## config.mk

```make
export PLATFORM = sky130hd
export DESIGN_NAME = fetch_stage
export DESIGN_NICKNAME = d
export VERILOG_FILES = /design/src/rtl/pipeline_pkg.sv /design/src/rtl/fetch_stage_if_id.sv /design/src/rtl/fetch_stage.sv
export SDC_FILE = /design/constraint.sdc
export NUM_CORES = 1
export LEC_CHECK = 0
export ABC_AREA = 1
export BUFFER_PORTS_ARGS = -buffer_cell sky130_fd_sc_hd__buf_2
export CAP_MARGIN = 10
export CORE_MARGIN = 10
export CORE_UTILIZATION = 53
export DETAILED_ROUTE_END_ITERATION = 12
export HOLD_SLACK_MARGIN = 0.03
export PLACE_DENSITY = 0.87
export SETUP_SLACK_MARGIN = 0.05
export SYNTH_ARGS = -nofsm -noshare
export SYNTH_HDL_FRONTEND = slang
export SYNTH_HIERARCHICAL = 1
export SYNTH_SLANG_ARGS = --single-unit
```

## constraint.sdc

```tcl
create_clock -name clk -period 4.4 [get_ports clk]
set_clock_uncertainty 0.1 [all_clocks]
set_input_delay 0.66 -clock clk [delete_from_list [all_inputs] [get_ports clk]]
set_output_delay 0.66 -clock clk [all_outputs]
set_load 0.02 [all_outputs]
```

## src/rtl/pipeline_pkg.sv

```systemverilog
// Shared types and constants for the RV32I pipeline stages.
// Fetch FSM states, PCSrcE encodings, the bubble instruction and a JALR target helper.
package pipeline_pkg;

    localparam int XLEN = 32;

    localparam logic [XLEN-1:0] NOP_INSTR = 32'h0000_0013;

    typedef enum logic [1:0] {
        REQ  = 2'd0,
        WAIT = 2'd1,
        DROP = 2'd2
    } fetch_state_t;

    localparam logic [1:0] PCSRC_PLUS4  = 2'b00;
    localparam logic [1:0] PCSRC_TARGET = 2'b01;
    localparam logic [1:0] PCSRC_JALR   = 2'b10;

    function automatic logic [XLEN-1:0] jalr_align(input logic [XLEN-1:0] target);
        return {target[XLEN-1:1], 1'b0};
    endfunction

endpackage

```

## src/rtl/fetch_stage_if_id.sv

```systemverilog
// IF/ID pipeline register: reset > flush > stall > load/bubble.
// A bubble keeps PCD/PCPlus4D so decode still sees the last real PC.
module if_id_reg
    import pipeline_pkg::*;
#(
    parameter logic [XLEN-1:0] NOP_INSTR = 32'h0000_0013
) (
    input  logic            clk,
    input  logic            reset,
    input  logic            i_flush,
    input  logic            i_stall,
    input  logic            i_load,
    input  logic [XLEN-1:0] i_instr,
    input  logic [XLEN-1:0] i_pc,
    input  logic [XLEN-1:0] i_pc_plus4,
    output logic [XLEN-1:0] o_instr,
    output logic [XLEN-1:0] o_pc,
    output logic [XLEN-1:0] o_pc_plus4,
    output logic            o_valid
);

    logic [XLEN-1:0] r_instr;
    logic [XLEN-1:0] r_pc;
    logic [XLEN-1:0] r_pc_plus4;
    logic            r_valid;

    always_ff @(posedge clk or posedge reset) begin
        if (reset) begin
            r_instr    <= NOP_INSTR;
            r_pc       <= '0;
            r_pc_plus4 <= '0;
            r_valid    <= 1'b0;
        end else if (i_flush) begin
            r_instr    <= NOP_INSTR;
            r_pc       <= '0;
            r_pc_plus4 <= '0;
            r_valid    <= 1'b0;
        end else if (!i_stall) begin
            if (i_load) begin
                r_instr    <= i_instr;
                r_pc       <= i_pc;
                r_pc_plus4 <= i_pc_plus4;
                r_valid    <= 1'b1;
            end else begin
                r_instr <= NOP_INSTR;
                r_valid <= 1'b0;
            end
        end
    end

    assign o_instr    = r_instr;
    assign o_pc       = r_pc;
    assign o_pc_plus4 = r_pc_plus4;
    assign o_valid    = r_valid;

endmodule

```

## src/rtl/fetch_stage.sv

```systemverilog
// Instruction fetch: PC register, next-PC mux, single-outstanding imem handshake
// with a one-entry hold buffer, feeding the IF/ID register.
module fetch_stage
    import pipeline_pkg::*;
#(
    parameter logic [XLEN-1:0] RESET_PC  = 32'h0000_0000,
    parameter logic [XLEN-1:0] NOP_INSTR = 32'h0000_0013
) (
    input  logic            clk,
    input  logic            reset,
    input  logic            StallF,
    input  logic            StallD,
    input  logic            FlushD,
    input  logic [1:0]      PCSrcE,
    input  logic [XLEN-1:0] PCTargetE,
    input  logic [XLEN-1:0] ALUResultE,
    output logic            ImemReqValidF,
    output logic [XLEN-1:0] ImemAddrF,
    input  logic            ImemReqReady,
    input  logic            ImemRspValid,
    input  logic [XLEN-1:0] ImemRspData,
    output logic [XLEN-1:0] InstrD,
    output logic [XLEN-1:0] PCD,
    output logic [XLEN-1:0] PCPlus4D,
    output logic            ValidD,
    output logic [1:0]      DbgStateF
);

    fetch_state_t    r_state;
    fetch_state_t    w_state_nxt;
    logic [XLEN-1:0] r_pc;
    logic [XLEN-1:0] w_pc_nxt;
    logic [XLEN-1:0] w_pc_plus4;
    logic            r_hold_valid;
    logic [XLEN-1:0] r_hold_data;
    logic [XLEN-1:0] w_avail_data;
    logic            w_redirect;
    logic            w_req_fire;
    logic            w_rsp_take;
    logic            w_avail;
    logic            w_consume;

    // Handshake: a request transfers on a cycle with ImemReqValidF && ImemReqReady;
    // its response is a single ImemRspValid pulse some cycles later, never backpressured.
    assign ImemReqValidF = !reset && (r_state == REQ) && !r_hold_valid;
    assign ImemAddrF     = {r_pc[XLEN-1:2], 2'b00};
    assign w_req_fire    = ImemReqValidF && ImemReqReady;
    assign w_rsp_take    = (r_state == WAIT) && ImemRspValid;
    assign w_redirect    = (PCSrcE != PCSRC_PLUS4);
    assign w_avail       = w_rsp_take || r_hold_valid;
    assign w_avail_data  = r_hold_valid ? r_hold_data : ImemRspData;
    assign w_consume     = w_avail && !StallF && !StallD && !FlushD && !w_redirect;
    assign w_pc_plus4    = r_pc + 32'd4;
    assign DbgStateF     = r_state;

    always_comb begin
        w_pc_nxt = r_pc;
        if (w_redirect) begin
            w_pc_nxt = (PCSrcE == PCSRC_JALR) ? jalr_align(ALUResultE) : PCTargetE;
        end else if (w_consume) begin
            w_pc_nxt = w_pc_plus4;
        end
    end

    // A response landing in the redirect cycle closes the outstanding request,
    // so there is nothing left to drop and the FSM returns straight to REQ.
    always_comb begin
        w_state_nxt = r_state;
        case (r_state)
            REQ:     if (w_req_fire) w_state_nxt = w_redirect ? DROP : WAIT;
            WAIT:    if (ImemRspValid) w_state_nxt = REQ;
                     else if (w_redirect) w_state_nxt = DROP;
            DROP:    if (ImemRspValid) w_state_nxt = REQ;
            default: w_state_nxt = REQ;
        endcase
    end

    always_ff @(posedge clk or posedge reset) begin
        if (reset) begin
            r_state      <= REQ;
            r_pc         <= RESET_PC;
            r_hold_valid <= 1'b0;
            r_hold_data  <= NOP_INSTR;
        end else begin
            r_state <= w_state_nxt;
            r_pc    <= w_pc_nxt;
            if (w_redirect || w_consume) begin
                r_hold_valid <= 1'b0;
            end else if (w_rsp_take) begin
                r_hold_valid <= 1'b1;
                r_hold_data  <= ImemRspData;
            end
        end
    end

    if_id_reg #(
        .NOP_INSTR (NOP_INSTR)
    ) u_if_id (
        .clk        (clk),
        .reset      (reset),
        .i_flush    (FlushD),
        .i_stall    (StallD),
        .i_load     (w_consume),
        .i_instr    (w_avail_data),
        .i_pc       (r_pc),
        .i_pc_plus4 (w_pc_plus4),
        .o_instr    (InstrD),
        .o_pc       (PCD),
        .o_pc_plus4 (PCPlus4D),
        .o_valid    (ValidD)
    );

endmodule

```

Word-level counts from Yosys, hierarchy flattened

Index checks and enable logic that the tools add are counted.

Register bits after elaboration: 164
Logic and storage cells: 64

Add/subtract/negate cells: 1
Eq/ne operators: 7
Mux-type cells: 23
Bitwise operators: 1
Reductions and logical operators: 24

Operator list:

| operator              | number |
|---|---|
| $mux 32               | 12 |
| $add 32x3->32 const B | 1 |
| $mux 2                | 5 |
| $logic_and 1x1->1     | 8 |
| $reduce_bool 2->1     | 4 |
| $logic_not 1->1       | 6 |
| $pmux 2 s3            | 1 |
| $mux 1                | 5 |
| $eq 2x2->1 const B    | 2 |
| $ne 2x2->1 const B    | 2 |
| $reduce_and 2->1      | 2 |
| $ne 3x3->1 const B    | 1 |
| $reduce_and 3->1      | 1 |
| $eq 2x1->1 const B    | 1 |
| $logic_not 2->1       | 1 |
| $logic_or 1x1->1      | 2 |
| $ne 2x1->1 const B    | 1 |
| $not 1->1             | 1 |

Longest topological paths before layout

Depth in word-level cells: 10
Depth in mapped cells: 12

Hierarchy

Netlist, hierarchy kept.

Modules (own cells, without submodules):

| module      | instances | cells each | area each (um^2) | sequential area each (um^2) |
|---|---|---|---|---|
| fetch_stage | 1         | 660        | 4583.1           | 1680.4 |
| if_id_reg   | 1         | 447        | 4149.0           | 2431.1 |

Worst setup path before layout

OpenSTA, ideal clock, no wires.

Path type: input to output
From: input reset
To: output ImemReqValidF
Arrival time: 2.602 ns
Setup slack: 1.038 ns
Stages: 3
Cell sequence: inv_1 > nand3_1 > nor2_1

Cells in the longest elaborated chain, start to end: 3

Ends and longest elaborated chain:

| what                             | RTL line          | RTL |
|---|---|---|
| start: declaration               | fetch_stage.sv:10 | `input logic reset,` |
| $logic_not 1->1 (no source line) | -                 |  |
| $logic_and 1x1->1 (2 in a row)   | fetch_stage.sv:45 | `assign ImemReqValidF = !reset && (r_state == REQ) && !r_hold_valid;` |
| end: declaration                 | fetch_stage.sv:17 | `output logic ImemReqValidF,` |

Every way passes these cells.

Worst setup path after layout

From: input PCSrcE[0]
To: register r_hold_data[8]

Cells in the longest elaborated chain, start to end: 6

Ends and longest elaborated chain:

| what                                | RTL line          | RTL |
|---|---|---|
| start: declaration                  | fetch_stage.sv:14 | `input logic [1:0] PCSrcE,` |
| $reduce_bool 2->1 *                 | fetch_stage.sv:49 | `assign w_redirect = (PCSrcE != PCSRC_PLUS4);` |
| $logic_not 1->1                     | fetch_stage.sv:52 | `assign w_consume = w_avail && !StallF && !StallD && !FlushD && !w_redirect;` |
| $logic_and 1x1->1                   | fetch_stage.sv:52 |  |
| $logic_or 1x1->1 *                  | fetch_stage.sv:87 | `if (w_redirect \|\| w_consume) begin` |
| $not 1->1 (no source line) *        | -                 |  |
| $reduce_and 2->1 (no source line) * | -                 |  |
| end signal: assignment              | fetch_stage.sv:91 | `r_hold_data <= ImemRspData;` |
| end: declaration                    | fetch_stage.sv:35 | `logic [XLEN-1:0] r_hold_data;` |

Every way passes the cells marked *; elsewhere a longest branch is shown, timed or not.
A chain may end at the register's enable or synchronous reset.

==> run metrics <==
status=finished clean; core area=16000 um2; DIE WIDTH=about 150 um; number of flops mapped to enable cells by yosys=0; Synth Warn #=6; clock-pin slew on the worst setup and hold paths=0.07 ns; # rows=46; vias post-DR=8330; root buffer cell=clkbuf_16; pwr/cell area=359.6 nW/um2; Critical path origin=PCSrcE[0]; Final ANT Viol Nets=0; worst r2r src=DbgStateF[0]; first-pass GRT wire length=42270 um; Synth Cell Area=8732 um2; post-CTS setup buffers=0; RSZ-0062 raised after global routing=false; post-synth top area share=0.4528; Int Power=0.002577 W; Total Wirelength=26430 um; max-slew violation count=0; Net Sw Frac=0.2995; period utilization=0.6466; Final HPWL DP=17810 um; adder-cell area share of the yosys netlist=0.001433; Syn Inst Count=1107; share of cells above drive strength 1=0.2486; most frequent cells after synthesis=nand2_1, dfrtp_1, nand4_1; worst slew pin tran=1.107 ns; Top cell by count, worst path=nand2_4; Final min period=2.845 ns; crit path capture=r_hold_data[8]; NetSw=0.001101 W; Area Overhead vs Synth=17.12%; achievable frequency=approximately 350 MHz; largest family of logic cells by synthesized area=simple AND/OR/NAND/NOR gates; mean post-synth cell area=7.888 um2; largest net degree at the start of global routing=106; area of the die=22010 um2; clock network power share=0.398; Max clock buf depth=2; GP Congestion=0.8679; Synth Area in Simple Gates=0.3228; vias per inst=5.583; post-layout instance area=10230 um2; synth unique cells=34; leading area contributor after synthesis=dfrtp_1; Resized cells post-CTS=0; Relative slew margins=0.2613; antenna violations before repair=1; htree depth=4; Max VDD drop=0.2675 mV; met2 usage in global routing=0.3853; P_leak=roughly 5.6 nW; kind of end point of the critical path=register; CP Launch Type=primary input; slowest cell delay on critical path=0.43 ns; CP max-delay cell=nand2_4; setup_tns=0 ns; worst hold path class=primary input to asynchronous set/reset pin; clk_lat worst skew=around 0.43 ns; Arrival @ worst endpoint=3.03 ns; vias in the first global route=8097; Reg-to-Reg End=r_hold_data[8]; most numerous cell in the Yosys netlist=nand2_1; GRT met3 Usage=0.06462; num ports=approximately 240; Fin. Hold Viols=0; crit path max fanout=between 60 and 70; port bufs=233; Area contributors post-synth=dfrtp_1, nand2_1, nand4_1; worst path cell trace=buf_2, nor2_2, buf_4, nand2_4, inv_4, nand2_4, nand2_1, o21ai_1; met1 global-route usage=0.2896; worst setup path category=primary input to register; DR WL/cell=17.72 um; Overall Power=0.003678 W; Post-synth ARST share=1.000; Total GRT Usage=0.2366; Post-synth top flop=dfrtp_1; multiplexer area fraction after synthesis=0; DRC Markers=0; initial DRC count=between 700 and 800; Pre-antenna DRT Iters=5; grt total ovfl=0; Synth Area in Compound Gates=0.08612; sequential share of power=0.461; Synth Register Bits=164; Chip Height=approximately 150 um; CTS tree=done; Final setup viols=0; Req. time, crit path=4.58 ns; Top Usage Layer GRT=met2; XOR/XNOR Fraction of Synth Area=0.01633; CTS sink cnt=~160; Initial Utilization=0.5457; Layout Nets=1368; reg2reg setup slack=1.86 ns; Logic pwr share=0.141; sequential fraction of the synthesis area=0.4708; # Max-Cap Violations=0; R2R depth=10; Cell Area, Placed=9644 um2; Hold Buf Count CTS=0; number of CTS-inserted buffers=17
## worst min-delay path by stage
stage	start	end	slack, ns	depth (start not counted)
global placement	u_if_id/o_instr[4]	u_if_id/o_instr[4]	0.36	2
finish	reset	r_hold_data[9]	0.13	2
floorplan	r_hold_data[0]	r_hold_data[0]	0.35	2
CTS	reset	r_hold_data[9]	0.13	2
global route	reset	r_hold_data[9]	0.16	2
detailed placement	u_if_id/o_instr[1]	u_if_id/o_instr[1]	0.36	2
## area by class of cell
class,instances,area [um2]
Fill cell,1422,5773
Timing Repair Buffer,243,1241
Antenna cell,1,2.502
Clock inverter,14,141.4
Sequential cell,164,4113
Clock buffer,18,439.2
Multi-Input combinational cell,765,3744
Inverter,71,276.5
Tap cell,216,270.3
## stage by stage
| step | setup WS, ns | instances | util | hold WS (ns) |
|---|---|---|---|---|
| 3_5_place_dp | 1.156 | 1459 | 0.6028 | 0.3575 |
| 5_1_grt | 1.366 | 1492 | 0.6392 | 0.1555 |
| 2_1_floorplan | 1.038 | 1108 | - | 0.3541 |
| 3_3_place_gp | 1.237 | 1459 | 0.6028 | 0.3566 |
| 6_report | 1.555 | 1492 | 0.6392 | 0.1262 |
| 4_1_cts | 1.595 | 1491 | 0.6390 | 0.1325 |
## power by group through the flow
| stage | registers (W) | clock network (W) | logic (W) |
|---|---|---|---|
| after global routing | 0.00171 | 0.00156 | 0.000575 |
| after detailed placement | 0.00172 | 0 | 0.000515 |
| after CTS | 0.00169 | 0.00149 | 0.000519 |
| after floorplan | 0.00170 | 0 | 0.000390 |
| final | 0.00170 | 0.00147 | 0.000518 |
| after global placement | 0.00172 | 0 | 0.000501 |
## cells by family after synthesis
| kind of cell | after synthesis |
|---|---|
| xor+xnor | 12 |
| buf+inv | 179 |
| fa+ha+maj | 1 |
| compound gates | 128 |
| simple gates | 622 |
| flops | 164 |
| other cells | 1 |
## sequential cells by signal (all words and copies together), names as in the netlist
register,count
u_if_id/o_valid,1
r_hold_data,32
u_if_id/o_instr,32
u_if_id/o_pc,32
u_if_id/o_pc_plus4,32
DbgStateF,2
r_pc,32
r_hold_valid,1
## metal layers
layer | part of all wire | vias up
met5 | 0 | -
met4 | 0.030 | 0
met3 | 0.085 | 53
met2 | 0.48 | 408
met1 | 0.40 | 3917
li1 | - | 3952
## placed cells by master, fill, tap and decap left out, types with 4 or more instances in the layout
master,n
o21ai_0,40
inv_6,6
nand3b_1,7
nand4_1,94
buf_2,233
a21oi_1,25
xor2_2,5
nand3_1,86
buf_4,10
dfrtp_1,157
dfstp_2,6
xor2_1,5
nor2_1,75
nand2_1,335
o21ai_1,33
nand2_2,4
a22o_1,26
nand2_4,4
inv_1,64
nor2_2,5
nor2_4,9
clkinv_4,4
clkbuf_16,17
## critical path, delay by kind of cell
family                 cells  cell delay (ns)
AND/OR/NAND/NOR            4             1.15
AO/OA/AOI/OAI              1             0.08
buffers and inverters      3             1.10
Power figures use the tool's default switching activity.
